[src/rtl/rx_ctrl_pkg.sv]
// Shared types and default parameters for the receive-side byte controller.
package rx_ctrl_pkg;

  typedef enum logic [1:0] {
    C_SYNC = 2'd0,
    C_IDLE = 2'd1,
    C_RECV = 2'd2,
    C_PUSH = 2'd3
  } capState_t;

  localparam int DEF_FIFO_DEPTH  = 4;
  localparam int DEF_MIN_LOW     = 32;
  localparam int DEF_TIMEOUT_CYC = 160;

endpackage

[src/rtl/rx_byte_fifo.sv]
// Byte FIFO with registered occupancy; full+push+pop and empty+pop are resolved here.
module rx_byte_fifo #(
  parameter int DEPTH = 4,
  localparam int AW = $clog2(DEPTH),
  localparam int CW = $clog2(DEPTH) + 1
) (
  input  logic          sys_clk,
  input  logic          sys_rst_l,
  input  logic          push,
  input  logic [7:0]    wrData,
  input  logic          pop,
  output logic [7:0]    rdData,
  output logic [CW-1:0] count,
  output logic          full,
  output logic          empty
);

  logic [DEPTH-1:0][7:0] mem;
  logic [AW-1:0]         wrPtr, rdPtr;
  logic                  doPush, doPop;

  assign full   = (count == CW'(DEPTH));
  assign empty  = (count == '0);
  // a push into a full FIFO only lands when the head leaves in the same cycle
  assign doPush = push & (~full | pop);
  assign doPop  = pop & ~empty;
  assign rdData = mem[rdPtr];

  always_ff @(posedge sys_clk or negedge sys_rst_l) begin
    if (!sys_rst_l) begin
      mem   <= '0;
      wrPtr <= '0;
      rdPtr <= '0;
      count <= '0;
    end else begin
      if (doPush) begin
        mem[wrPtr] <= wrData;
        wrPtr      <= wrPtr + AW'(1);
      end
      if (doPop) rdPtr <= rdPtr + AW'(1);
      case ({doPush, doPop})
        2'b10:   count <= count + CW'(1);
        2'b01:   count <= count - CW'(1);
        default: ;
      endcase
    end
  end

endmodule

[src/rtl/rx_byte_ctrl.sv]
// Turns the receiver ready level into byte captures, buffers them for the host.
// Optional idle-timeout pulse enabled by defining RX_IDLE_TIMEOUT_EN.
module rx_byte_ctrl
  import rx_ctrl_pkg::*;
#(
  parameter int FIFO_DEPTH  = DEF_FIFO_DEPTH,
  parameter int MIN_LOW     = DEF_MIN_LOW,
  parameter int TIMEOUT_CYC = DEF_TIMEOUT_CYC,
  localparam int CW = $clog2(FIFO_DEPTH) + 1
) (
  input  logic          sys_clk,
  input  logic          sys_rst_l,
  input  logic [7:0]    rec_dataH,
  input  logic          rec_readyH,
  output logic [7:0]    host_dataH,
  output logic          host_validH,
  input  logic          host_takeH,
  output logic [CW-1:0] fifo_countH,
  output logic          overrunH,
  input  logic          clr_overrunH,
  output logic          rx_idleH
);

  localparam int LW = $clog2(MIN_LOW + 1);

  capState_t     state, stateNxt;
  logic [LW-1:0] lowCnt;
  logic          pushReq, popReq, fifoFull, fifoEmpty;

  always_ff @(posedge sys_clk or negedge sys_rst_l) begin
    if (!sys_rst_l) state <= C_SYNC;
    else            state <= stateNxt;
  end

  always_comb begin
    stateNxt = state;
    case (state)
      C_SYNC: if (rec_readyH) stateNxt = C_IDLE;
      C_IDLE: if (!rec_readyH) stateNxt = C_RECV;
      C_RECV: if (rec_readyH)
                stateNxt = (lowCnt >= LW'(MIN_LOW - 1)) ? C_PUSH : C_IDLE;
      C_PUSH: stateNxt = C_IDLE;
      default: stateNxt = C_SYNC;
    endcase
  end

  // low cycles seen after the one that left C_IDLE
  always_ff @(posedge sys_clk or negedge sys_rst_l) begin
    if (!sys_rst_l) begin
      lowCnt <= '0;
    end else if (state == C_IDLE && !rec_readyH) begin
      lowCnt <= '0;
    end else if (state == C_RECV && !rec_readyH && lowCnt != LW'(MIN_LOW)) begin
      lowCnt <= lowCnt + LW'(1);
    end
  end

  assign pushReq     = (state == C_PUSH);
  assign popReq      = host_takeH & host_validH;
  assign host_validH = ~fifoEmpty;

  rx_byte_fifo #(.DEPTH(FIFO_DEPTH)) uFifo (
    .sys_clk   (sys_clk),
    .sys_rst_l (sys_rst_l),
    .push      (pushReq),
    .wrData    (rec_dataH),
    .pop       (popReq),
    .rdData    (host_dataH),
    .count     (fifo_countH),
    .full      (fifoFull),
    .empty     (fifoEmpty)
  );

  // a drop in the same cycle as a clear keeps the flag set
  always_ff @(posedge sys_clk or negedge sys_rst_l) begin
    if (!sys_rst_l)                     overrunH <= 1'b0;
    else if (pushReq & fifoFull & ~popReq) overrunH <= 1'b1;
    else if (clr_overrunH)              overrunH <= 1'b0;
  end

`ifdef RX_IDLE_TIMEOUT_EN
  localparam int IW = $clog2(TIMEOUT_CYC + 1);

  logic [IW-1:0] idleCnt;
  logic          idlePulse;

  always_ff @(posedge sys_clk or negedge sys_rst_l) begin
    if (!sys_rst_l) begin
      idleCnt   <= '0;
      idlePulse <= 1'b0;
    end else begin
      idlePulse <= 1'b0;
      if (pushReq || fifo_countH == '0) begin
        idleCnt <= '0;
      end else if (idleCnt != IW'(TIMEOUT_CYC)) begin
        idleCnt   <= idleCnt + IW'(1);
        idlePulse <= (idleCnt == IW'(TIMEOUT_CYC - 1));
      end
    end
  end

  assign rx_idleH = idlePulse;
`else
  // constant 0; referencing the parameter keeps one interface for both builds
  assign rx_idleH = (TIMEOUT_CYC < 0);
`endif

endmodule
[config.mk]
export PLATFORM = sky130hd
export DESIGN_NAME = rx_byte_ctrl
export DESIGN_NICKNAME = d
export VERILOG_FILES = /design/src/rtl/rx_ctrl_pkg.sv /design/src/rtl/rx_byte_fifo.sv /design/src/rtl/rx_byte_ctrl.sv
export SDC_FILE = /design/constraint.sdc
export NUM_CORES = 1
export LEC_CHECK = 0
export ABC_AREA = 0
export BUFFER_PORTS_ARGS = -buffer_cell sky130_fd_sc_hd__buf_4
export CAP_MARGIN = 20
export CORE_UTILIZATION = 40
export DETAILED_ROUTE_END_ITERATION = 7
export MAX_ROUTING_LAYER = met4
export PLACE_DENSITY_LB_ADDON = 0.1
export SETUP_SLACK_MARGIN = 0.15
export SLEW_MARGIN = 20
export SYNTH_ARGS = -nofsm -noshare
export SYNTH_HDL_FRONTEND = slang
export SYNTH_SLANG_ARGS = --single-unit
[constraint.sdc]
create_clock -name sys_clk -period 2.9 [get_ports sys_clk]
set_input_delay 0.29 -clock sys_clk [delete_from_list [all_inputs] [get_ports sys_clk]]
set_output_delay 0.29 -clock sys_clk [all_outputs]
set_load 0.005 [all_outputs]
== Word-level counts from Yosys, hierarchy flattened ==
Cells that the tools add are included.

* Add/subtract/negate cells: 5
* Magnitude comparators: 4
* Equality and inequality tests: 10
* Muxes and demuxes: 15
* Bitwise operators: 9
* Reductions and logical operators: 11

{| class="wikitable"
|+ Operators with widths
! cell !! number
|-
| bitwise mux 32 bit || 1
|-
| binary-select mux 8 bit (select 2 bit) || 1
|-
| demux 8 bit (select 2 bit) || 1
|-
| two-way mux 8 bit || 2
|-
| two-way mux 6 bit || 2
|-
| two-way mux 2 bit || 4
|-
| one-hot mux 2 bit (4 select lines) || 1
|-
| adder 6 x 1 -> 6 bit (second input constant) || 1
|-
| == test 2 bit (second input constant) || 3
|-
| >= comparator 6 x 5 -> 1 bit (second input constant) || 1
|-
| < comparator 2 x 3 -> 1 bit (second input constant) || 2
|-
| inequality test 2 bit (second input constant) || 3
|-
| inequality test 6 bit (second input constant) || 1
|-
| one-hot mux 3 bit (2 select lines) || 1
|-
| nonzero test 2 bit || 3
|-
| bitwise AND 1 bit || 5
|-
| adder 2 x 1 -> 2 bit (second input constant) || 2
|-
| == test 2 x 1 -> 1 bit (second input constant) || 2
|-
| logical AND 1 bit || 4
|-
| adder 3 x 1 -> 3 bit (second input constant) || 1
|-
| == test 3 bit (second input constant) || 1
|-
| zero test 3 bit || 1
|-
| NOT 1 bit || 3
|-
| AND reduction 3 bit || 1
|-
| 6 further kinds || 7
|}

* Register bits: 48
* Input bits: 13
* Output and inout port bits: 14

== Depth between registers and ports, before layout ==
Gate-level depths: netlist of the first run.

* Depth in word-level cells: 7
* Mapped depth: 9
* Mapped depth without buffers: 8

== Cells and area by module ==
A second synthesis of the first run with hierarchy kept.

* Cell total of the unflattened synthesis: 183
* Area, all modules: 2429.8 sq um

{| class="wikitable"
|+ Modules (own cells, without submodules)
! module !! times used !! cells each !! area each (sq um)
|-
| rx_byte_fifo || 1 || 115 || 1801.7
|-
| rx_byte_ctrl || 1 || 68 || 628.1
|}

== Worst setup path after synthesis of the first run ==
OpenSTA, ideal clock, no wires.

* Path type: flip-flop to flip-flop
* Start: reg uFifo.count[1]
* End: reg uFifo.count[2]
* Library setup time: 0.079 ns
* Data arrival time: 2.165 ns
* Data required time: 2.821 ns
* Path slack: 0.656 ns
* Cell stages (with the launch flop): 10
* Buffers on the path: 1
* Period minus slack after synthesis: 2.244 ns
* Path through: dfrtp_1 -> or4b_1 -> buf_6 -> nand2_2 -> ha_1 -> inv_1 -> fa_1 -> xor2_1 -> nor2_1 -> xor2_1

* Cells in the longest elaborated chain, start to end: 7

{| class="wikitable"
|+ Ends and longest elaborated chain
! what !! RTL line !! source
|-
| from (decl) || rx_byte_fifo.sv:13 || <nowiki>output logic [CW-1:0] count,</nowiki>
|-
| from (signal assigned) || rx_byte_fifo.sv:42 || <nowiki>2'b10: count <= count + CW'(1);</nowiki>
|-
| from (signal assigned) || rx_byte_fifo.sv:43 || <nowiki>2'b01: count <= count - CW'(1);</nowiki>
|-
| zero test 3 bit || rx_byte_fifo.sv:23 || <nowiki>assign empty = (count == '0);</nowiki>
|-
| NOT 1 bit || rx_byte_fifo.sv:26, rx_byte_ctrl.sv:60 ||
|-
| bitwise AND 1 bit || rx_byte_ctrl.sv:59 || <nowiki>assign popReq = host_takeH & host_validH;</nowiki>
|-
| bitwise OR 1 bit || rx_byte_fifo.sv:25 || <nowiki>assign doPush = push & (~full | pop);</nowiki>
|-
| bitwise AND 1 bit || rx_byte_fifo.sv:25 ||
|-
| == test 2 x 1 -> 1 bit or == test 2 bit (tied branches) || rx_byte_fifo.sv:41 || <nowiki>case ({doPush, doPop})</nowiki>
|-
| one-hot mux 3 bit (2 select lines) or nonzero test 2 bit (tied branches) || -- ||
|}

Parallel ways exist; a longest one is shown, timed or not.
A chain may end at the register's enable or synchronous reset.

== Final worst setup path of the first run ==
* Start: reg uFifo.count[0]
* End: reg uFifo.count[2]

Same word-level chain as after synthesis.

==> metrics.log, run 1 <==
[metrics] top cells by area, synth: sky130_fd_sc_hd__dfrtp_1 (49%), sky130_fd_sc_hd__mux2_2 (14%), sky130_fd_sc_hd__mux4_2 (7.4%), sky130_fd_sc_hd__ha_1 (6.2%), sky130_fd_sc_hd__nand3_4 (2.9%)
[metrics] clock tree from TritonCTS: built
[metrics] source of the critical timing path: uFifo.count[0]$_DFFE_PN0P_
[metrics] proportion of synthesized flip-flops having asynchronous set or reset: 1.00
[metrics] transition time of the tightest slew-check pin: 0.601 ns
[metrics] routed vias/inst: 5.23
[metrics] setup repair after global routing missed its margin: false
[metrics] number of warnings printed during yosys synthesis: 0
[metrics] leakage: 1.23 nW
[metrics] cell taking the most area after synthesis: sky130_fd_sc_hd__dfrtp_1
[metrics] Clock H-tree levels: 2
[metrics] part of the Yosys area used for sequential elements: 0.493
[metrics] vias in the first global route: 1,548
[metrics] maximum number of pins on one net before global-route repair: 49
[metrics] vias after detailed routing: 1,470
[metrics] power density over the cells: 1020 nW/µm²
[metrics] Cell variety after synth: 41
[metrics] clk_lat worst skew: 0.29 ns
[metrics] Final setup viols: 0
[metrics] share of the synthesized area in the top cell type: 0.493
[metrics] TritonCTS Buffers: 5
[metrics] post-synthesis net count: 206
[metrics] DRC viols: 0
[metrics] outcome: finished, violations left
[metrics] global-route wire length before repair: 7560 µm
[metrics] synthesized area per cell: 13.5 µm²
[metrics] die outline height: 80.0 µm
[metrics] count of nets left with antenna violations after detail routing: 0
[metrics] clock transition at the registers of the reported paths: 0.09 ns
[metrics] Setup Buffers After CTS: 0
[metrics] buffer cell driving the clock tree root: sky130_fd_sc_hd__clkbuf_8
[metrics] deepest clock path buffer count: 2
[metrics] total iterations of the first detailed-routing run: 4
[metrics] synthesized cell area: 2430 µm²
[metrics] standard-cell row count: 28
[metrics] final routed wire length divided by cell count: 15.8 µm
[metrics] worst-path fanout max: 6
[metrics] Total Routed Length: 4430 µm
[metrics] global-route usage over all layers: 0.165
[metrics] footprint of the flip-flops and latches: 1200 µm²
[metrics] area of the multi-input gates: 1150 µm²
[metrics] worst slack on hold paths: -0.0111 ns
[metrics] most common cell in the synthesized netlist: sky130_fd_sc_hd__dfrtp_1
[metrics] data arrival time of the worst path: 2.47 ns
[metrics] endpoint class of the critical path: flop
[metrics] most used flip-flop cell after synthesis: sky130_fd_sc_hd__dfrtp_1
[metrics] grt ovf: 0
[metrics] clock sink count: 48
[metrics] number of nets at the end of the flow: 231
[metrics] number of synthesized flops with an enable pin: 0
[metrics] Slew Limit Fails: 0
[metrics] fillcell total: 533
[metrics] proportion of layout cells with a drive suffix above 1: 0.388
[metrics] most frequent cells after synthesis: sky130_fd_sc_hd__dfrtp_1 (48), sky130_fd_sc_hd__mux2_2 (31), sky130_fd_sc_hd__ha_1 (12), sky130_fd_sc_hd__inv_1 (11), sky130_fd_sc_hd__o21ai_0 (9)
[metrics] I/O pin count: 27
[metrics] DP Wirelength: 3200 µm
[metrics] routability congestion estimate: 0.786
[metrics] signed area change from the synthesized netlist to the final layout: 14.1%
[metrics] Worst setup SP type: flop
[metrics] total power: 2.85 mW
[metrics] total die area: 6400 µm²
[metrics] reg2reg start: uFifo.count[0]$_DFFE_PN0P_
[metrics] number of DRC markers after the initial detailed-route iteration: 46
[metrics] max-cap check violation count: 0
[metrics] port bufs: 25
[metrics] number of antenna violations at the first check in global routing: 0
[metrics] initial core utilization: 0.414
[metrics] classification of the worst setup path: flop to flop
[metrics] data required time of the worst path: 3.12 ns
[metrics] post-cts gate resize count: 0
[metrics] remaining max-slew budget at the tightest pin: 0.599
[metrics] diodes inserted: 0
[metrics] clock tree skew after final layout: 0.00860 ns
[metrics] number of hold-repair buffers added at the cts stage: 0
[metrics] number of register bits inferred by synthesis: 48
[metrics] placeable core area: 5890 µm²
[metrics] max frequency: 445 MHz
[metrics] violated checks: hold timing
[metrics] Die W: 80.0 µm
[metrics] clock period minus final worst setup slack: 2.25 ns
[metrics] Final TNS setup: 0 ns
[metrics] cell count after synthesis: 180
[metrics] number of hold-slack violations in the final timing report: 14
[metrics] post-route fraction of the period consumed by the critical path: 0.776
[metrics] Peak supply drop: 0.402 mV
[metrics] Tightest Hold Check Type: primary input to asynchronous set/reset pin
cell families after synthesis:
group | count (synthesis) | synth area share
AOI/OAI and AO/OA | 24 | 0.0673
xor gates and xnor gates | 6 | 0.0216
adders and majority gates | 13 | 0.0699
buffers and inverters | 19 | 0.0344
DFF | 48 | 0.493
muxes | 42 | 0.231
other | 1 | 0.00154
and+or+nand+nor | 27 | 0.0812
through the flow:
stage | worst slack [ns] | cells | utilization | instance area (µm²)
floorplan | 0.656 | 180 | - | 2430
global placement | 0.718 | 273 | 0.456 | 2680
detailed placement | 0.654 | 273 | 0.456 | 2680
CTS | 0.625 | 281 | 0.472 | 2780
global route | 0.494 | 281 | 0.472 | 2780
finish | 0.651 | 281 | 0.472 | 2780
power breakdown:
part	switching [mW]	total [mW]	internal, mW
clock network	0.216	0.409	0.193
logic	0.483	1.21	0.731
registers	0.251	1.22	0.972
total	0.951	2.85	1.90
area by class of cell:
class / count / share of cell area
flip-flops and latches: 48 / 0.432
clock buffers: 6 / 0.0297
clock inverters: 2 / 0.00540
repair buffers: 26 / 0.0702
well taps: 75 / 0.0338
multi-input cells: 113 / 0.414
inverters: 11 / 0.0149
flip-flops by register name, indices dropped and copies added, names as in the netlist:
register,count
uFifo.count,3
lowCnt,6
uFifo.rdPtr,2
overrunH,1
state,2
uFifo.wrPtr,2
uFifo.mem,32
worst max-delay path, stage by stage (launching register included):
cell	delay, ns
sky130_fd_sc_hd__dfrtp_1	0.45
sky130_fd_sc_hd__or4b_1	0.56
sky130_fd_sc_hd__nand2_2	0.13
sky130_fd_sc_hd__ha_1	0.19
sky130_fd_sc_hd__inv_1	0.07
sky130_fd_sc_hd__fa_1	0.38
sky130_fd_sc_hd__xor2_1	0.15
sky130_fd_sc_hd__nor2_1	0.11
sky130_fd_sc_hd__xor2_1	0.15
path summary, 6_finish.rpt:
| check | slack (ns) | to | cells past startpoint |
|---|---|---|---|
| max | 0.65 | uFifo.count[2]$_DFFE_PN0P_ | 8 |
| min | -0.01 | uFifo.mem[19]$_DFFE_PN0P_ | 1 |
| max reg2reg | 0.65 | uFifo.count[2]$_DFFE_PN0P_ | 8 |
| min reg2reg | 0.50 | uFifo.mem[28]$_DFFE_PN0P_ | 1 |
| max in group asynchronous | 2.49 | uFifo.mem[20]$_DFFE_PN0P_ | 1 |
| min in group sys_clk | 0.18 | overrunH$_DFFE_PN0P_ | 2 |
layout by cell type (no fill, tap or decap), drive strengths merged, types with 3 or more instances in the layout:
master	instances
nand2	8
nand3	6
mux2	33
inv	11
mux4	8
nor2	3
buf	26
xnor2	3
o21ai	9
xor2	3
dfrtp	48
clkbuf	6
ha	12
per-layer routing:
| layer | routed length, µm | vias up | GRT usage | share of wire |
|---|---|---|---|---|
| met5 | 0 | - | - | 0 |
| met4 | 45 | 0 | 0.0589 | 0.010 |
| met3 | 108 | 4 | 0.0309 | 0.024 |
| met2 | 2410 | 19 | 0.287 | 0.54 |
| met1 | 1870 | 751 | 0.190 | 0.42 |
| li1 | - | 696 | - | - |
(Power assumes the default switching activity.)
==> inputs of run 2 (changes only) <==
==> constraint.sdc (replaced) <==
create_clock -name sys_clk -period 2.2 [get_ports sys_clk]
set_input_delay 0.22 -clock sys_clk [delete_from_list [all_inputs] [get_ports sys_clk]]
set_output_delay 0.22 -clock sys_clk [all_outputs]
set_load 0.005 [all_outputs]
==> run 2 against run 1 <==
Net effect:
- the run now ends clean
- count of clock-buffer cells in the layout decreased by 1
- register-to-register slack got worse by 0.47 ns
- sequential cell count unchanged
- critical path type unchanged
==> metrics.log, run 2 (synthesized netlist as in run 1, its figures left out) <==
[metrics] maximum number of pins on one net before global-route repair: 49 (unchanged)
[metrics] Cell Count Post-Placement: 277 (+1.5%)
[metrics] total iterations of the first detailed-routing run: 4 (unchanged)
[metrics] slowest stage cell on the critical path: sky130_fd_sc_hd__or4b_4
[metrics] final routed wire length divided by cell count: 15.9 µm (+0.67%)
[metrics] biggest regs: uFifo.mem x32, lowCnt x6, uFifo.count x3
[metrics] transition time of the tightest slew-check pin: 0.592 ns (-0.00889 ns)
[metrics] grt ovf: 0 (unchanged)
[metrics] port bufs: 25 (unchanged)
[metrics] Reg2Reg Setup Slack: 0.19 ns (-0.47 ns)
[metrics] post-route fraction of the period consumed by the critical path: 0.916 (+0.140)
[metrics] DP Wirelength: 3220 µm (+0.62%)
[metrics] clock tree from TritonCTS: built
[metrics] Slew Limit Fails: 0 (unchanged)
[metrics] Final setup viols: 0 (unchanged)
[metrics] total placed instance area: 2730 µm² (+1.9%)
[metrics] most frequent cells in the layout: sky130_fd_sc_hd__dfrtp_1 (48), sky130_fd_sc_hd__buf_4 (33), sky130_fd_sc_hd__mux2_2 (31)
[metrics] Worst setup SP type: flop
[metrics] number of nets at the end of the flow: 239 (+3.5%)
[metrics] DRC viols: 0 (unchanged)
[metrics] diodes inserted: 0 (unchanged)
[metrics] commonest non-fill, non-tap cell in the layout: sky130_fd_sc_hd__dfrtp_1
[metrics] Clock H-tree levels: 2 (unchanged)
[metrics] worst-path fanout max: 3 (-3)
[metrics] Peak supply drop: 0.569 mV (+41%)
[metrics] sum of buffers and inverters on the critical path: 1 (unchanged)
[metrics] routed vias/inst: 5.22 (-0.31%)
[metrics] deepest clock path buffer count: 2 (unchanged)
[metrics] Final Worst Setup Slack: 0.185 ns (-0.465 ns)
[metrics] outcome: completed
[metrics] global-route wire length before repair: 7510 µm (-0.73%)
[metrics] initial core utilization: 0.414 (unchanged)
[metrics] signed area change from the synthesized netlist to the final layout: 19.0%
[metrics] delay of the slowest cell on the worst path: 0.54 ns (-0.02 ns)
[metrics] endpoint class of the critical path: flop
[metrics] delay-heaviest family, CP: simple AND/OR/NAND/NOR gates
[metrics] clk_lat worst skew: 0.30 ns (about the same)
[metrics] clock sink count: 48 (unchanged)
[metrics] sequence of cells on the critical path: or4b_4 > nand2_4 > ha_4 > inv_1 > fa_2 > xor2_1 > nor2_1 > xor2_1
[metrics] leakage: 1.29 nW (+5.1%)
[metrics] I/O pin count: 27 (unchanged)
[metrics] capturing point of the worst reg2reg path: uFifo.count[2]$_DFFE_PN0P_
[metrics] Min-Delay Endpoint: overrunH$_DFFE_PN0P_
[metrics] clock tree skew after final layout: 0.00540 ns (-0.00320 ns)
[metrics] number of DRC markers after the initial detailed-route iteration: 62 (+35%)
[metrics] placeable core area: 5890 µm² (unchanged)
[metrics] buffer cell driving the clock tree root: sky130_fd_sc_hd__clkbuf_8
[metrics] global-route usage over all layers: 0.164 (-0.000712)
[metrics] hold path cells: 2
[metrics] Top reg by flops: uFifo.mem
[metrics] remaining max-slew budget at the tightest pin: 0.605 (+0.00592)
[metrics] data required time of the worst path: 2.42 ns (-0.70 ns)
[metrics] reg2reg start: uFifo.count[0]$_DFFE_PN0P_
[metrics] max frequency: 496 MHz (+12%)
[metrics] power density over the cells: 1410 nW/µm² (+38%)
[metrics] vias in the first global route: 1,537 (-0.71%)
[metrics] Final TNS setup: 0 ns (unchanged)
[metrics] setup repair after global routing missed its margin: true
[metrics] max-cap check violation count: 0 (unchanged)
[metrics] data arrival time of the worst path: 2.24 ns (-0.23 ns)
[metrics] number of antenna violations at the first check in global routing: 0 (unchanged)
[metrics] classification of the worst setup path: flop to flop
[metrics] Tightest Hold Check Type: primary input to flop
[metrics] flip-flop count of the largest register after layout: 32 (unchanged)
[metrics] post-route cell area: 2900 µm² (+4.2%)
[metrics] number of hold-slack violations in the final timing report: 0 (-14)
[metrics] Post-Place Setup Slack: 0.111 ns (-0.543 ns)
[metrics] post-layout instance count excluding filler cells: 288 (+2.5%)
[metrics] Die W: 80.0 µm (unchanged)
[metrics] routability congestion estimate: 0.830 (+5.5%)
[metrics] vias after detailed routing: 1,502 (+2.2%)
[metrics] worst hold path startpoint: clr_overrunH
[metrics] Total Routed Length: 4570 µm (+3.2%)
[metrics] fillcell total: 516 (-3.2%)
[metrics] Reg2Reg Depth: 8 (unchanged)
[metrics] clock transition at the registers of the reported paths: 0.09 ns (about the same)
[metrics] total die area: 6400 µm² (unchanged)
[metrics] count of nets left with antenna violations after detail routing: 0 (unchanged)
[metrics] crit-path most repeated cell: sky130_fd_sc_hd__xor2_1
[metrics] proportion of layout cells with a drive suffix above 1: 0.418 (+0.0295)
[metrics] TritonCTS Buffers: 5 (unchanged)
[metrics] die outline height: 80.0 µm (unchanged)
[metrics] clock period minus final worst setup slack: 2.01 ns (-0.235 ns)
[metrics] standard-cell row count: 28 (unchanged)
[run 2: worst max-delay path by stage]
stage                                     from                    endpoint  slack [ns]  cells after the start
finish              uFifo.count[0]$_DFFE_PN0P_  uFifo.count[2]$_DFFE_PN0P_        0.19                      8
global route        uFifo.count[0]$_DFFE_PN0P_  uFifo.count[2]$_DFFE_PN0P_        0.07                      8
CTS                 uFifo.count[0]$_DFFE_PN0P_  uFifo.count[2]$_DFFE_PN0P_        0.16                      8
detailed placement  uFifo.count[0]$_DFFE_PN0P_  uFifo.count[2]$_DFFE_PN0P_        0.11                      8
global placement    uFifo.count[0]$_DFFE_PN0P_  uFifo.count[2]$_DFFE_PN0P_        0.17                      8
floorplan           uFifo.count[0]$_DFFE_PN0P_  uFifo.count[2]$_DFFE_PN0P_        0.05                      9
[run 2: final cells by class]
| cell class | count | area [µm²] | share of cell area |
|---|---|---|---|
| flip-flops and latches | 48 | 1200 | 0.415 |
| clock inverters | 2 | 60.1 | 0.0207 |
| well taps | 75 | 93.8 | 0.0324 |
| multi-input cells | 113 | 1170 | 0.405 |
| repair buffers | 34 | 258 | 0.0890 |
| inverters | 11 | 41.3 | 0.0143 |
| clock buffers | 5 | 68.8 | 0.0238 |
[run 2: per-stage QoR]
step                      total power, mW  hold WS, ns  utilization
after global routing                 4.40        0.108        0.492
after detailed placement             3.36        0.275        0.464
after CTS                            4.13        0.112        0.490
after global placement               3.23        0.255        0.464
after floorplan                      2.72      -0.0756            -
final                                4.09        0.115        0.492
[run 2: worst reg2reg max path, stage by stage, from the launching register on]
cell	delay [ns]
sky130_fd_sc_hd__dfrtp_1	0.39
sky130_fd_sc_hd__or4b_4	0.54
sky130_fd_sc_hd__nand2_4	0.10
sky130_fd_sc_hd__ha_4	0.13
sky130_fd_sc_hd__inv_1	0.05
sky130_fd_sc_hd__fa_2	0.32
sky130_fd_sc_hd__xor2_1	0.14
sky130_fd_sc_hd__nor2_1	0.13
sky130_fd_sc_hd__xor2_1	0.15
[run 2: report_power, final]
| group | leakage (nW) | internal [mW] | switching [mW] | total (mW) |
|---|---|---|---|---|
| combinational | 0.631 | 1.07 | 0.743 | 1.81 |
| clock | 0.0642 | 0.447 | 0.279 | 0.726 |
| sequential | 0.597 | 1.28 | 0.270 | 1.55 |
| total | 1.29 | 2.80 | 1.29 | 4.09 |
[run 2: per-layer routing]
layer,GRT usage,up-vias,wire length (µm)
met5,-,-,0
met4,0.0536,0,87
met3,0.0354,7,111
met2,0.273,22,2400
met1,0.199,756,1970
li1,-,717,-
[run 2: what timing repair did]
| item | CTS | global route |
|---|---|---|
| setup endpoints to repair | 1 | 1 |
| resized for setup | 1 | 0 |
| pin swaps | 1 | 3 |
| hold buffers | 1 | 0 |
| endpoints found under the hold margin | 48 | 0 |
| buffers inserted | 1 | 2 |
==> inputs of run 3 (changes only) <==
--- a/config.mk
+++ b/config.mk
@@ -10,7 +10,6 @@
 export CAP_MARGIN = 20
 export CORE_UTILIZATION = 40
 export DETAILED_ROUTE_END_ITERATION = 7
-export MAX_ROUTING_LAYER = met4
 export PLACE_DENSITY_LB_ADDON = 0.1
 export SETUP_SLACK_MARGIN = 0.15
 export SLEW_MARGIN = 20
==> run 3 against run 2 <==
Net effect:
- largest cell class unchanged
- critical endpoint unchanged
- first-iteration DRC count decreased by 1.6%
- utilization unchanged
- sequential cell count unchanged
- critical path depth unchanged
- worst hold slack improved by 0.00052 ns
- critical path type unchanged
==> metrics.log, run 3 (synthesized netlist as in run 1, its figures left out) <==
[metrics] clk_lat worst skew: 0.29 ns (about the same)
[metrics] count of nets left with antenna violations after detail routing: 0 (unchanged)
[metrics] global-route usage over all layers: 0.159 (-0.00468)
[metrics] share of power burned in the clock network: 0.178 (about the same)
[metrics] clock period minus final worst setup slack: 2.01 ns (-0.00000700 ns)
[metrics] transition time of the tightest slew-check pin: 0.593 ns (+0.000915 ns)
[metrics] Peak supply drop: 0.569 mV (about the same)
[metrics] placeable core area: 5890 µm² (unchanged)
[metrics] clock tree skew after final layout: 0.00655 ns (+0.00115 ns)
[metrics] Tightest Hold Check Type: primary input to flop
[metrics] Clock H-tree levels: 2 (unchanged)
[metrics] final routed wire length divided by cell count: 15.8 µm (-0.63%)
[metrics] max-cap check violation count: 0 (unchanged)
[metrics] diodes inserted: 0 (unchanged)
[metrics] leakage: 1.29 nW (unchanged)
[metrics] DP Wirelength: 3220 µm (unchanged)
[metrics] routed vias/inst: 5.24 (+0.40%)
[metrics] flip-flop count of the largest register after layout: 32 (unchanged)
[metrics] I/O pin count: 27 (unchanged)
[metrics] sw power: 1.29 mW (-0.22%)
[metrics] data arrival time of the worst path: 2.23 ns (about the same)
[metrics] data required time of the worst path: 2.42 ns (about the same)
[metrics] clock sink count: 48 (unchanged)
[metrics] deepest clock path buffer count: 2 (unchanged)
[metrics] signed area change from the synthesized netlist to the final layout: 19.0% (unchanged)
[metrics] Total Routed Length: 4540 µm (-0.63%)
[metrics] buffer cell driving the clock tree root: sky130_fd_sc_hd__clkbuf_8
[metrics] maximum number of pins on one net before global-route repair: 49 (unchanged)
[metrics] classification of the worst setup path: flop to flop
[metrics] number of antenna violations at the first check in global routing: 0 (unchanged)
[metrics] total iterations of the first detailed-routing run: 4 (unchanged)
[metrics] number of nets at the end of the flow: 239 (unchanged)
[metrics] Comb pwr share: 0.442 (about the same)
[metrics] Top reg by flops: uFifo.mem
[metrics] fillcell total: 516 (unchanged)
[metrics] outcome: completed
[metrics] remaining max-slew budget at the tightest pin: 0.605 (-0.000610)
[metrics] biggest regs: uFifo.mem x32, lowCnt x6, uFifo.count x3
[metrics] total placed instance area: 2730 µm² (unchanged)
[metrics] Final TNS setup: 0 ns (unchanged)
[metrics] routability congestion estimate: 0.818 (-1.5%)
[metrics] total die area: 6400 µm² (unchanged)
[metrics] vias after detailed routing: 1,508 (+0.40%)
[metrics] Die W: 80.0 µm (unchanged)
[metrics] most frequent cells in the layout: sky130_fd_sc_hd__dfrtp_1 (48), sky130_fd_sc_hd__buf_4 (33), sky130_fd_sc_hd__mux2_2 (31)
[metrics] Final setup viols: 0 (unchanged)
[metrics] DRC viols: 0 (unchanged)
[metrics] clock transition at the registers of the reported paths: 0.09 ns (about the same)
[metrics] initial core utilization: 0.414 (unchanged)
[metrics] vias in the first global route: 1,535 (-0.13%)
[metrics] Worst setup SP type: flop
[metrics] standard-cell row count: 28 (unchanged)
[metrics] port bufs: 25 (unchanged)
[metrics] endpoint class of the critical path: flop
[metrics] core utilization of the finished layout: 0.492 (unchanged)
[metrics] worst-path fanout max: 3 (unchanged)
[metrics] global-route wire length before repair: 7490 µm (-0.19%)
[metrics] internal power of the cells: 2.79 mW (about the same)
[metrics] power density over the cells: 1410 nW/µm² (about the same)
[metrics] post-route fraction of the period consumed by the critical path: 0.916 (about the same)
[metrics] setup repair after global routing missed its margin: true
[metrics] number of DRC markers after the initial detailed-route iteration: 61 (-1.6%)
[metrics] max frequency: 496 MHz (about the same)
[metrics] post-route cell area: 2900 µm² (unchanged)
[metrics] Slew Limit Fails: 0 (unchanged)
[metrics] number of hold-slack violations in the final timing report: 0 (unchanged)
[metrics] clock tree from TritonCTS: built
[metrics] TritonCTS Buffers: 5 (unchanged)
[metrics] proportion of power drawn by flip-flops and latches: 0.380 (about the same)
[metrics] commonest non-fill, non-tap cell in the layout: sky130_fd_sc_hd__dfrtp_1
[metrics] grt ovf: 0 (unchanged)
[metrics] switching share of total power: 0.316 (-0.000474)
[metrics] die outline height: 80.0 µm (unchanged)
[metrics] proportion of layout cells with a drive suffix above 1: 0.418 (unchanged)
-- run 3: metal layers --
metal | up-vias | track usage | routed length (µm)
met5 | - | 0 | 0
met4 | 0 | 0.0536 | 88
met3 | 8 | 0.0354 | 127
met2 | 23 | 0.273 | 2370
met1 | 758 | 0.198 | 1950
li1 | 719 | - | -
-- run 3: cell type report --
| class | instances | area, µm² | share of cell area |
|---|---|---|---|
| clock buffers | 5 | 68.8 | 0.0238 |
| multi-input cells | 113 | 1170 | 0.405 |
| flip-flops and latches | 48 | 1200 | 0.415 |
| repair buffers | 34 | 258 | 0.0890 |
| well taps | 75 | 93.8 | 0.0324 |
| clock inverters | 2 | 60.1 | 0.0207 |
| inverters | 11 | 41.3 | 0.0143 |
-- run 3: worst max-delay path, stage by stage (launching register included) --
cell	delay, ns
sky130_fd_sc_hd__dfrtp_1	0.39
sky130_fd_sc_hd__or4b_4	0.54
sky130_fd_sc_hd__nand2_4	0.10
sky130_fd_sc_hd__ha_4	0.13
sky130_fd_sc_hd__inv_1	0.05
sky130_fd_sc_hd__fa_2	0.32
sky130_fd_sc_hd__xor2_1	0.14
sky130_fd_sc_hd__nor2_1	0.13
sky130_fd_sc_hd__xor2_1	0.15
-- run 3: final timing paths --
path / start / to / slack (ns) / cells after the start
worst max register to register: uFifo.count[0]$_DFFE_PN0P_ / uFifo.count[2]$_DFFE_PN0P_ / 0.19 / 8
worst max-delay path: uFifo.count[0]$_DFFE_PN0P_ / uFifo.count[2]$_DFFE_PN0P_ / 0.19 / 8
max in group asynchronous: sys_rst_l / lowCnt[4]$_DFFE_PN0P_ / 1.33 / 2
min in group asynchronous: sys_rst_l / uFifo.mem[4]$_DFFE_PN0P_ / 0.48 / 2
worst min-delay path: clr_overrunH / overrunH$_DFFE_PN0P_ / 0.12 / 2
worst min register to register: uFifo.rdPtr[0]$_DFFE_PN0P_ / uFifo.rdPtr[0]$_DFFE_PN0P_ / 0.49 / 1
-- run 3: what timing repair did --
action                     4_1_cts  5_1_grt
hold buffers                     1        0
gates resized for setup          1        0
setup endpoints to repair        1        1
setup buffers                    1        2
pin swaps                        1        3
hold endpoints to repair        48        0
-- run 3: stage by stage --
| step | setup slack (ns) | std cells | total power [mW] | hold slack (ns) |
|---|---|---|---|---|
| floorplan | 0.0457 | 180 | 2.72 | -0.0756 |
| global placement | 0.166 | 277 | 3.23 | 0.255 |
| detailed placement | 0.111 | 277 | 3.36 | 0.275 |
| CTS | 0.158 | 286 | 4.13 | 0.112 |
| global route | 0.0667 | 288 | 4.40 | 0.108 |
| finish | 0.185 | 288 | 4.08 | 0.115 |
-- run 3: power groups by stage --
stage / Sequential (mW) / Clock, mW / Combinational [mW]
after floorplan: 1.47 / 0 / 1.25
after global placement: 1.53 / 0 / 1.70
after detailed placement: 1.58 / 0 / 1.78
after CTS: 1.55 / 0.752 / 1.82
after global routing: 1.60 / 0.797 / 2.00
final: 1.55 / 0.726 / 1.81
